===== src/rtl/tetrispkg.sv =====
// Shared types and default timing constants for the Tetris input front-end.
// move_t  : command codes passed from arbitration to the pending slot.
// DEF_*   : default parameter values used by tetris_input_ctrl and btn_debounce.
package tetrispkg;

  typedef enum logic [2:0] {
    RIGHT,
    LEFT,
    ROR,
    ROL,
    DOWN,
    NONE
  } move_t;

  localparam int DEF_SYNC_STAGES     = 2;
  localparam int DEF_DEBOUNCE_CYCLES = 16;
  localparam int DEF_REPEAT_DELAY    = 32;
  localparam int DEF_REPEAT_RATE     = 8;
  localparam int DEF_GRAVITY_BASE    = 1024;
  localparam int DEF_GRAVITY_STEP    = 64;
  localparam int DEF_GRAVITY_MIN     = 64;
  localparam int DEF_LEVEL_W         = 4;

endpackage


===== src/rtl/btn_debounce.sv =====
// Single push-button conditioner: synchronizer chain, debounce counter and
// registered rising-edge detector.
// Ports:
//   clk, rst  : clock, asynchronous active-high reset
//   btn_i     : raw asynchronous button level
//   lvl_o     : debounced level
//   press_o   : one-cycle pulse, registered one cycle after lvl_o rises
module btn_debounce
  import tetrispkg::*;
#(
  parameter int SYNC_STAGES     = DEF_SYNC_STAGES,
  parameter int DEBOUNCE_CYCLES = DEF_DEBOUNCE_CYCLES
) (
  input  logic clk,
  input  logic rst,
  input  logic btn_i,
  output logic lvl_o,
  output logic press_o
);

  localparam int CW = $clog2(DEBOUNCE_CYCLES + 1);
  localparam logic [CW-1:0] CNT_LAST = CW'(DEBOUNCE_CYCLES - 1);

  logic [SYNC_STAGES-1:0] sync_q;
  logic [CW-1:0]          cnt_q;
  logic                   lvl_q;
  logic                   lvl_prev_q;
  logic                   press_q;
  logic                   synced;

  assign synced  = sync_q[SYNC_STAGES-1];
  assign lvl_o   = lvl_q;
  assign press_o = press_q;

  always_ff @(posedge clk or posedge rst) begin
    if (rst) begin
      sync_q     <= '0;
      cnt_q      <= '0;
      lvl_q      <= 1'b0;
      lvl_prev_q <= 1'b0;
      press_q    <= 1'b0;
    end else begin
      sync_q <= {sync_q[SYNC_STAGES-2:0], btn_i};
      // Any sample that agrees with the current level restarts the count,
      // so only an unbroken run of DEBOUNCE_CYCLES differing samples flips it.
      if (synced == lvl_q) begin
        cnt_q <= '0;
      end else if (cnt_q == CNT_LAST) begin
        cnt_q <= '0;
        lvl_q <= ~lvl_q;
      end else begin
        cnt_q <= cnt_q + 1'b1;
      end
      lvl_prev_q <= lvl_q;
      press_q    <= lvl_q & ~lvl_prev_q;
    end
  end

endmodule


===== src/rtl/tetris_input_ctrl.sv =====
// Front-end between the push-buttons and the Tetris game FSM.
// Produces one-cycle command pulses (start, moves) with auto-repeat on
// right/left, fixed-priority arbitration, a one-deep pending slot used while
// the FSM holds off moves, and the level-dependent gravity tick.
// Ports:
//   clk, rst                 : clock, asynchronous active-high reset
//   btn_start/right/left/rr/rl : raw button levels
//   hold                     : FSM busy, moves are queued in the pending slot
//   run                      : gravity enable
//   level                    : game level, selects the drop period
//   en                       : start pulse
//   right, left, rr, rl      : one-hot move pulses
//   drop_tick                : gravity pulse
module tetris_input_ctrl
  import tetrispkg::*;
#(
  parameter int SYNC_STAGES     = DEF_SYNC_STAGES,
  parameter int DEBOUNCE_CYCLES = DEF_DEBOUNCE_CYCLES,
  parameter int REPEAT_DELAY    = DEF_REPEAT_DELAY,
  parameter int REPEAT_RATE     = DEF_REPEAT_RATE,
  parameter int GRAVITY_BASE    = DEF_GRAVITY_BASE,
  parameter int GRAVITY_STEP    = DEF_GRAVITY_STEP,
  parameter int GRAVITY_MIN     = DEF_GRAVITY_MIN,
  parameter int LEVEL_W         = DEF_LEVEL_W
) (
  input  logic               clk,
  input  logic               rst,
  input  logic               btn_start,
  input  logic               btn_right,
  input  logic               btn_left,
  input  logic               btn_rr,
  input  logic               btn_rl,
  input  logic               hold,
  input  logic               run,
  input  logic [LEVEL_W-1:0] level,
  output logic               en,
  output logic               right,
  output logic               left,
  output logic               rr,
  output logic               rl,
  output logic               drop_tick
);

  localparam int BTN_START = 0;
  localparam int BTN_RIGHT = 1;
  localparam int BTN_LEFT  = 2;
  localparam int BTN_ROR   = 3;
  localparam int BTN_ROL   = 4;

  // Repeat counter runs 1..REPEAT_DELAY, then cycles through the last
  // REPEAT_RATE values; this needs REPEAT_RATE <= REPEAT_DELAY.
  localparam int RW = $clog2(REPEAT_DELAY + 1);
  localparam logic [RW-1:0] REP_FIRE   = RW'(REPEAT_DELAY);
  localparam logic [RW-1:0] REP_RELOAD = RW'(REPEAT_DELAY - REPEAT_RATE + 1);

  localparam int GW = $clog2(GRAVITY_BASE + 1);

  // Drop period with saturating subtraction and a floor.
  function automatic logic [GW-1:0] drop_period(input logic [LEVEL_W-1:0] lv);
    int red;
    int per;
    red = int'(lv) * GRAVITY_STEP;
    per = (red >= GRAVITY_BASE) ? 0 : GRAVITY_BASE - red;
    if (per < GRAVITY_MIN) per = GRAVITY_MIN;
    return GW'(per);
  endfunction

  logic [4:0] btn_raw;
  logic [4:0] lvl;
  logic [4:0] press;

  assign btn_raw = {btn_rl, btn_rr, btn_left, btn_right, btn_start};

  for (genvar gi = 0; gi < 5; gi++) begin : g_btn
    btn_debounce #(
      .SYNC_STAGES    (SYNC_STAGES),
      .DEBOUNCE_CYCLES(DEBOUNCE_CYCLES)
    ) u_db (
      .clk    (clk),
      .rst    (rst),
      .btn_i  (btn_raw[gi]),
      .lvl_o  (lvl[gi]),
      .press_o(press[gi])
    );
  end

  // Only the right/left debounced levels feed the repeat logic.
  logic unused_lvl;
  assign unused_lvl = ^{lvl[BTN_START], lvl[BTN_ROR], lvl[BTN_ROL]};

  logic [RW-1:0] rcnt_q [2];
  logic [1:0]    rep_fire;

  for (genvar ri = 0; ri < 2; ri++) begin : g_rep
    assign rep_fire[ri] = lvl[BTN_RIGHT + ri] && (rcnt_q[ri] == REP_FIRE);
  end

  move_t win;
  move_t pend_q;
  move_t pend_d;
  move_t out_mv;

  always_comb begin
    win = NONE;
    if (press[BTN_RIGHT] || rep_fire[0])     win = RIGHT;
    else if (press[BTN_LEFT] || rep_fire[1]) win = LEFT;
    else if (press[BTN_ROR])                 win = ROR;
    else if (press[BTN_ROL])                 win = ROL;
  end

  // A release of hold always drains the slot first; anything new in that
  // cycle is lost, as is anything arriving while the slot is occupied.
  always_comb begin
    pend_d = pend_q;
    out_mv = NONE;
    if (hold) begin
      if (pend_q == NONE) pend_d = win;
    end else if (pend_q != NONE) begin
      out_mv = pend_q;
      pend_d = NONE;
    end else begin
      out_mv = win;
    end
  end

  // The period is sampled only when a count starts, so a level change
  // applies from the next reload.
  logic [GW-1:0] gcnt_q;
  logic [GW-1:0] per_q;
  logic [GW-1:0] per_sel;

  assign per_sel = (gcnt_q == '0) ? drop_period(level) : per_q;

  always_ff @(posedge clk or posedge rst) begin
    if (rst) begin
      for (int i = 0; i < 2; i++) rcnt_q[i] <= '0;
      pend_q    <= NONE;
      gcnt_q    <= '0;
      per_q     <= '0;
      en        <= 1'b0;
      right     <= 1'b0;
      left      <= 1'b0;
      rr        <= 1'b0;
      rl        <= 1'b0;
      drop_tick <= 1'b0;
    end else begin
      for (int i = 0; i < 2; i++) begin
        if (press[BTN_RIGHT + i])     rcnt_q[i] <= RW'(1);
        else if (!lvl[BTN_RIGHT + i]) rcnt_q[i] <= '0;
        else if (rcnt_q[i] != '0)     rcnt_q[i] <= (rcnt_q[i] == REP_FIRE) ? REP_RELOAD
                                                                          : rcnt_q[i] + 1'b1;
      end

      pend_q <= pend_d;
      en     <= press[BTN_START];
      right  <= (out_mv == RIGHT);
      left   <= (out_mv == LEFT);
      rr     <= (out_mv == ROR);
      rl     <= (out_mv == ROL);

      per_q <= per_sel;
      if (!run) begin
        gcnt_q    <= '0;
        drop_tick <= 1'b0;
      end else if (gcnt_q == per_sel - GW'(1)) begin
        gcnt_q    <= '0;
        drop_tick <= 1'b1;
      end else begin
        gcnt_q    <= gcnt_q + 1'b1;
        drop_tick <= 1'b0;
      end
    end
  end

endmodule

===== config.mk =====
export PLATFORM = sky130hd
export DESIGN_NAME = tetris_input_ctrl
export DESIGN_NICKNAME = d
export VERILOG_FILES = /design/src/rtl/tetrispkg.sv /design/src/rtl/btn_debounce.sv /design/src/rtl/tetris_input_ctrl.sv
export SDC_FILE = /design/constraint.sdc
export NUM_CORES = 1
export LEC_CHECK = 0
export BUFFER_PORTS_ARGS = -buffer_cell sky130_fd_sc_hd__buf_2
export CAP_MARGIN = 40
export CORE_MARGIN = 2
export CORE_UTILIZATION = 35
export CTS_BUF_LIST = sky130_fd_sc_hd__clkbuf_4 sky130_fd_sc_hd__clkbuf_8
export DETAILED_ROUTE_END_ITERATION = 12
export PLACE_DENSITY = 0.64
export SLEW_MARGIN = 20
export SYNTH_ARGS = -nofsm -noshare
export SYNTH_HDL_FRONTEND = slang
export SYNTH_HIERARCHICAL = 1
export SYNTH_SLANG_ARGS = --single-unit

===== constraint.sdc =====
create_clock -name clk -period 3.7 [get_ports clk]
set_input_delay 0.185 -clock clk [delete_from_list [all_inputs] [get_ports clk]]
set_output_delay 0.185 -clock clk [all_outputs]
set_load 0.005 [all_outputs]

Word-level counts from Yosys, hierarchy flattened
Index checks and enable logic that the tools add are counted.

Word-level logic and storage cells: 138. Flip-flop bits (word level): 93.

Add/sub/neg operators: 10. Magnitude comparators: 2. Bitwise operators: 20. Equality and inequality tests: 21. Multiplexer cells: 34. Reductions and logical operators: 15.

Operator list (count): $mux W5 (10); $mux W6 (8); $mux W11 (4); $lt A32 B8 Y1 const B (1); $mux W32 (1); $mux W3 (9); $add A5 B1 Y5 const B (5); $eq A5 B4 Y1 const B (5); $not A1 Y1 (15); $add A6 B1 Y6 const B (2); $eq A6 B6 Y1 const B (2); $reduce_and A2 Y1 (6); $reduce_bool A6 Y1 (2); $sub A11 B10 Y12 const A (1); $add A11 B1 Y11 const B (1); $eq A11 B11 Y1 (1); $ge A10 B11 Y1 const B (1); $logic_not A11 Y1 (1); $sub A11 B1 Y11 const B (1); $ne A3 B3 Y1 const B (3); $eq A3 B2 Y1 const B (2); $and A1 B1 Y1 (5); $eq A1 B1 Y1 (5); $eq A3 B1 Y1 const B (1); 7 further kinds (10).

Longest topological paths before layout
Gate-level depths: netlist of the first run.

Depth after elaboration: 9. Depth in mapped cells: 17.

Cells and area by module
The synthesis of the first run kept the hierarchy.

Modules (own cells, without submodules): tetris_input_ctrl (cells each 294, area an instance 2725.1 um^2, seq. area each 1078.5 um^2, times used 1); btn_debounce (cells each 27, area an instance 367.9 um^2, seq. area each 250.2 um^2, times used 5).

Worst setup path before layout of the first run
OpenSTA, ideal clock, no wires.

Kind: register to register. From: reg gcnt_q[0]. To: reg gcnt_q[2]. Cell stages (with the launch flop): 18. Setup time: 0.119 ns. Data required time: 3.581 ns. Data arrival time: 3.433 ns. Setup slack: 0.148 ns. Buffers on the path: 4. Cell sequence: dfrtp_1 > clkbuf_1 > inv_1 > ha_1 > nor4b_4 > nand3_2 > clkbuf_1 > nand2_1 > ha_1 > clkbuf_1 > or3b_2 > o221ai_1 > o2111ai_1 > o211ai_1 > o2111ai_1 > o41ai_2 > buf_6 > nor2_2.

Longest elaborated chain between the ends: 6.

Ends and longest elaborated chain: start, declared (RTL line tetris_input_ctrl.sv:128) `logic [GW-1:0] gcnt_q;`; start signal, assigned (RTL line tetris_input_ctrl.sv:169) `gcnt_q <= gcnt_q + 1'b1;`; $logic_not A11 Y1 (RTL line tetris_input_ctrl.sv:132) `assign per_sel = (gcnt_q == '0) ? drop_period(level) : per_q;`; $mux W11 (RTL line tetris_input_ctrl.sv:132); $sub A11 B1 Y11 (RTL line tetris_input_ctrl.sv:165) `end else if (gcnt_q == per_sel - GW'(1)) begin`; $eq A11 B11 Y1 (RTL line tetris_input_ctrl.sv:165); $mux W11 (*) (RTL line tetris_input_ctrl.sv:165); $mux W11 (*) (RTL line tetris_input_ctrl.sv:162) `if (!run) begin`.

Mark *: on every way between the ends. The rest lies on a longest branch, timed or not. A chain may end at the register's enable or synchronous reset.

Worst setup path in the final report of the first run
From: reg gcnt_q[0]. To: reg gcnt_q[10].

The elaborated chain is that of the path after synthesis.

==> reports/metrics.yaml, run 1 <==
slew_headroom_pct: 63.5
clock.fmax_mhz: 297
r2r_slack_ns: 0.33
cts_max_level: 3
drt_iter0_drc: 178
clk_path_buf_depth: 2
rsz0062_at_grt: "false"
synth_ff_type: "dfrtp_1"
skew_ns: 0.0108
ant_nets: 0
rows: 41
antenna_cells: 0
worstPathCellList: "inv_1 -> ha_1 -> nor4b_4 -> nand3_2 -> nand2_1 -> ha_1 -> or3b_2 -> o221ai_1 -> o2111ai_1 -> o211ai_1 -> o2111ai_1 -> o41ai_2 -> buf_4 -> nor2_1"
vias_per_cell: 4.84
hp-start: "run"
async_reset_ff_share_pct: 100
setup_violations: 0
final_common_cell: "dfrtp_1"
nets: 487
dr_total_vias: 3085
synthesis.instances: 429
drv_slew: 0
worst_pin_slew_ns: 0.542
cts_buffers: 9
design_area_um2: 5100
drive_gt1_share_pct: 17.4
hold_viol_final: 0
syn_to_final_growth_pct: 11.7
initial_core_util_pct: 36.0
grt_usage_pct: 12.2
critPathKind: "reg -> reg"
dieArea_um2: 14000
wire_per_inst_um: 12.4
clk_pin_slew_ns: 0.10
critPathTopFamily: "simple AND/OR/NAND/NOR gates"
synthesis.nets: 455
rr_startpoint: "gcnt_q[0]"
slowest_delay_ns: 0.49
synthesis.area_um2: 4560
routed_wl_um: 7930
period_share_pct: 91.0
seq_area_frac_synth_pct: 51.0
worstPathMaxFanout: 11
hold_path_class: "in -> reg"
period_needed_ns: 3.37
dp_hpwl_um: 5850
ios: 19
synth_edf_count: 0
grt_pass1_vias: 3111
grt_max_degree: 44
gr-total-overflow: 0
post_dp_cell_area_um2: 4830
clock_sinks: 93
globalplace.congestion: 0.820
cp-start-kind: "flip-flop"
ys_warn_count: 6
drc: 0
cts_root_buf: "clkbuf_8"
grt_pass1_wl_um: 14000
final_cell_mix: "91 x dfrtp_1, 37 x nor2_1, 32 x inv_1"
startpoint: "gcnt_q[0]"
coreArea_um2: 12700
syn_area_per_cell_um2: 10.6
cts_tree: "built"
cap_violations: 0
crit_arrival_ns: 3.62
fp.dieH_um: 118
end_kind: "flip-flop"
synth.distinct_cells: 66
pre_cts_ws_ns: 0.173
crit_required_ns: 3.95
powerDensity_nw_per_um2: 379
crit_buf_inv: 2
slowest_stage: "dfrtp_1"
die_width_um: 118
io_buffers: 18
dr.pass1.iters: 4
status: "finished, final reports clean"
ir_drop_mv: 0.335
insertion_delay_ns: 0.36
ctsResizeCount: 0
fin_ws_ns: 0.333
ys_ff_latch: 93
antenna_found_initial: 0
leakagePower_uw: 0.00241
fin_setup_tns_ns: 0
sequential cells by signal, indices dropped and copies added, names as in the netlist:
register               cells
g_btn.u_db/sync_q         10
pend_q                     3
per_q                     11
g_btn.u_db/cnt_q          25
rr                         1
drop_tick                  1
g_btn.u_db/press_o         5
en                         1
rcnt_q                    12
left                       1
rl                         1
g_btn.u_db/lvl_o           5
g_btn.u_db/lvl_prev_q      5
gcnt_q                    11
right                      1
final timing paths:
check	end	depth (start not counted)
max	gcnt_q[10]	14
min in group asynchronous	g_btn[0].u_db/cnt_q[4]	3
max reg2reg	gcnt_q[10]	14
max in group asynchronous	per_q[0]	4
min reg2reg	en	0
min	drop_tick	2
layer usage:
| layer | vias to the layer above | share of wire, % | global-route usage, % |
|---|---|---|---|
| met4 | 0 | 1.6 | 4.52 |
| met3 | 10 | 3.6 | 3.19 |
| met5 | - | 0 | 0 |
| li1 | 1536 | - | - |
| met2 | 37 | 49 | 20.7 |
| met1 | 1502 | 46 | 14.9 |
repair_timing:
action                     in CTS  in global routing
setup endpoints to repair       0                 11
hold endpoints to repair       57                  0
hold buffers                    7                  0
buffers inserted                0                  1
layout make-up:
class	count	area, um^2
Fill cell	1246	7570
Tap cell	172	215
Inverter	33	124
Clock inverter	6	52.6
Timing Repair Buffer	30	198
Sequential cell	93	2330
Multi-Input combinational cell	294	2040
Clock buffer	10	138
report_power, final:
part / internal [uW] / switching (uW) / leakage (uW) / total [uW]
clock: 276 / 376 / 0.0000971 / 652
combinational: 85.2 / 111 / 0.00107 / 197
sequential: 1050 / 33.1 / 0.00125 / 1080
total: 1410 / 521 / 0.00241 / 1930
worst register-to-register path: stages, from the launching register on:
cell	delay [ns]
dfrtp_1	0.49
inv_1	0.10
ha_1	0.14
nor4b_4	0.29
nand3_2	0.14
nand2_1	0.12
ha_1	0.38
or3b_2	0.48
o221ai_1	0.10
o2111ai_1	0.13
o211ai_1	0.15
o2111ai_1	0.16
o41ai_2	0.23
buf_4	0.27
nor2_1	0.07
logic make-up (layout without fill, tap and decap cells):
kind of cell	Yosys count	count (layout)	share of synthesized area (%)
simple gates	171	171	21.2
xor+xnor	37	37	7.43
mux	7	7	1.73
flops	93	93	51.0
compound gates	66	66	10.8
fa+ha+maj	13	13	3.56
buf+inv	42	79	4.22
metrics by stage:
step	power [uW]	hold slack [ns]	util [%]	instances
global placement	1290	0.225	38.1	614
CTS	1960	0.0647	40.2	637
detailed placement	1290	0.242	38.1	614
global route	2030	0.0794	40.2	638
floorplan	1250	0.0252	-	429
finish	1930	0.0877	40.2	638
Yosys cell counts, types with 2 or more instances:
cell type	number	area, um^2
a211o_1	2	17.5
a211oi_1	4	30.0
a21boi_0	2	15.0
a21o_1	3	22.5
a21oi_1	8	40.0
a311oi_1	2	17.5
a31oi_1	7	43.8
and2_1	12	75.1
and3_1	10	62.6
buf_6	4	45.0
clkbuf_1	3	11.3
dfrtp_1	91	2280
dfstp_2	2	52.6
ha_1	13	163
inv_1	33	124
mux2_1	5	56.3
mux2_2	2	22.5
nand2_1	23	86.3
nand2b_1	7	43.8
nand3_1	17	85.1
nand3_2	6	60.1
nor2_1	37	139
nor2_2	15	93.8
nor2b_1	12	75.1
nor3_1	9	45.0
nor3b_1	2	15.0
nor4_1	4	25.0
o2111ai_1	2	17.5
o211ai_1	4	30.0
o21a_1	4	30.0
o21ai_0	8	40.0
o21ai_2	5	43.8
or2_2	2	12.5
or3_1	2	12.5
or4_1	2	15.0
xnor2_1	11	96.3
xor2_1	25	219
(Power assumes the default switching activity.)
==> inputs of run 2 (changes only) <==
Settings changed: CORE_MARGIN 2 to 4.
==> run 2 against run 1 <==
Compared with the run above:
- clock skew fell by 0.0032 ns
- sequential share of layout area fell by 0.51 points
- utilization rose by 0.45 points
- critical path depth did not move
- worst setup slack improved by 0.044 ns
- first-iteration DRC count rose by 20%
- sequential power barely moved
- cell area rose by 1.1%
- largest power group unchanged
- flip-flop and latch count did not move
- power rose by 7.4%
- critical endpoint unchanged
- register-to-register slack improved by 0.04 ns
==> reports/metrics.yaml, run 2 (synthesized netlist as in run 1, its figures left out) <==
slowest_delay_ns: 0.49
grt_max_degree: 44
clock.fmax_mhz: 301
antenna_cells: 0
grt_usage_pct: 11.3
critPathTopFamily: "simple AND/OR/NAND/NOR gates"
vias_per_cell: 4.85
top_usage_layer: "met2"
worstPathMaxFanout: 11
drc: 0
rsz0062_at_grt: "false"
slowest_stage: "dfrtp_1"
cts_buffers: 9
crit_buf_inv: 2
r2r_slack_ns: 0.38
syn_to_final_growth_pct: 13.0
ios: 19
coreArea_um2: 12700
drive_gt1_share_pct: 17.6
grt_pass1_wl_um: 13700
clock_sinks: 93
insertion_delay_ns: 0.36
critPathKind: "reg -> reg"
initial_core_util_pct: 36.0
io_buffers: 18
p_sw_share_pct: 24.6
hold_path_class: "in -> reg"
die_width_um: 122
period_share_pct: 89.8
drt_iter0_drc: 213
status: "finished, final reports clean"
dr_total_vias: 3099
regMostFlops: "g_btn.u_db/cnt_q"
grt_pass1_vias: 3037
post_dp_cell_area_um2: 4830
use_met1_pct: 14.8
dr.pass1.iters: 4
powerDensity_nw_per_um2: 402
cts_max_level: 3
nets: 488
largest_reg_flops: 25
ant_nets: 0
clk_pin_slew_ns: 0.09
period_needed_ns: 3.32
reg_top3: "g_btn.u_db/cnt_q: 25 flops, rcnt_q: 12 flops"
cts_tree: "built"
fin_cells: 639
cts_root_buf: "clkbuf_8"
switchingPower_uw: 509
dieArea_um2: 14900
crit_required_ns: 3.96
intPower_uw: 1560
routed_wl_um: 7700
crit_arrival_ns: 3.58
wire_per_inst_um: 12.0
globalplace.congestion: 0.809
final_common_cell: "dfrtp_1"
n_fill_cell: 1221
dp_cells: 614
gr-total-overflow: 0
end_kind: "flip-flop"
cap_violations: 0
final_cell_mix: "91 x dfrtp_1, 37 x nor2_1, 32 x inv_1"
hold_viol_final: 0
dp_hpwl_um: 5580
pwr-share-clk_pct: 38.2
worst_pin_slew_ns: 0.554
leakagePower_uw: 0.00244
p_seq_share_pct: 52.2
antenna_found_initial: 0
ir_drop_mv: 0.276
ctsResizeCount: 0
pwr-share-comb_pct: 9.6
rows: 41
use_met3_pct: 3.20
fin_setup_tns_ns: 0
multiInputGateArea_um2: 2040
final_core_util_pct: 40.7
slew_headroom_pct: 63.1
design_area_um2: 5160
seq_area_um2: 2330
clk_path_buf_depth: 2
skew_ns: 0.00770
use_met2_pct: 18.3
drv_slew: 0
fp.dieH_um: 122
setup_violations: 0
cp-start-kind: "flip-flop"
worstPathCellList: "inv_1 -> ha_1 -> nor4b_4 -> nand3_2 -> nand2_1 -> ha_1 -> or3b_2 -> o221ai_1 -> o2111ai_1 -> o211ai_1 -> o2111ai_1 -> o41ai_2 -> buf_4 -> nor2_1"
==> run 2: worst paths after layout <==
path / cells past startpoint / start / end
max in group asynchronous: 4 / rst / per_q[3]
worst max-delay path: 14 / gcnt_q[0] / gcnt_q[10]
min in group asynchronous: 3 / rst / g_btn[0].u_db/lvl_prev_q
worst min register to register: 0 / g_btn[3].u_db/sync_q[0] / g_btn[3].u_db/sync_q[1]
worst max register to register: 14 / gcnt_q[0] / gcnt_q[10]
worst min-delay path: 2 / run / drop_tick
==> run 2: metal layers <==
| layer | wire length, um | part of all wire, % | vias to the layer above |
|---|---|---|---|
| li1 | - | - | 1535 |
| met1 | 3680 | 48 | 1491 |
| met2 | 3600 | 47 | 57 |
| met3 | 293 | 3.8 | 16 |
| met4 | 121 | 1.6 | 0 |
| met5 | 0 | 0 | - |
==> run 2: timing repair <==
item                                    in CTS  in global routing
endpoints found under the hold margin       57                  0
buffers inserted                             0                  2
endpoints found under the setup margin       0                 12
hold buffers                                 7                  0
==> run 2: worst reg2reg max path, cell delays in order (launching register included) <==
cell and delay (ns):
dfrtp_1 0.49, inv_1 0.10, ha_1 0.14, nor4b_4 0.25
nand3_2 0.15, nand2_1 0.14, ha_1 0.38, or3b_2 0.48
o221ai_1 0.10, o2111ai_1 0.13, o211ai_1 0.15, o2111ai_1 0.17
o41ai_2 0.22, buf_4 0.26, nor2_1 0.07
==> run 2: power by group through the flow <==
stage	registers [uW]	clock network (uW)	logic [uW]
floorplan	1090	0	156
global placement	1100	0	186
detailed placement	1100	0	189
CTS	1080	823	196
global route	1090	872	223
finish	1080	792	199
==> run 2: area by class of cell <==
type / count / area share (%)
clock buffer: 11 / 2.94
clock inverter: 5 / 1.72
sequential: 93 / 45.2
inverter: 33 / 2.40
timing repair buffer: 31 / 3.98
tap: 172 / 4.17
multi-input combinational: 294 / 39.6
==> run 2: per-stage QoR <==
stage          power (uW)  hold WS, ns  worst slack (ns)
2_1_floorplan        1250       0.0252             0.148
4_1_cts              2100       0.0594             0.183
5_1_grt              2180       0.0720            0.0587
3_5_place_dp         1290        0.242             0.202
3_3_place_gp         1290        0.231             0.277
6_report             2070       0.0927             0.377
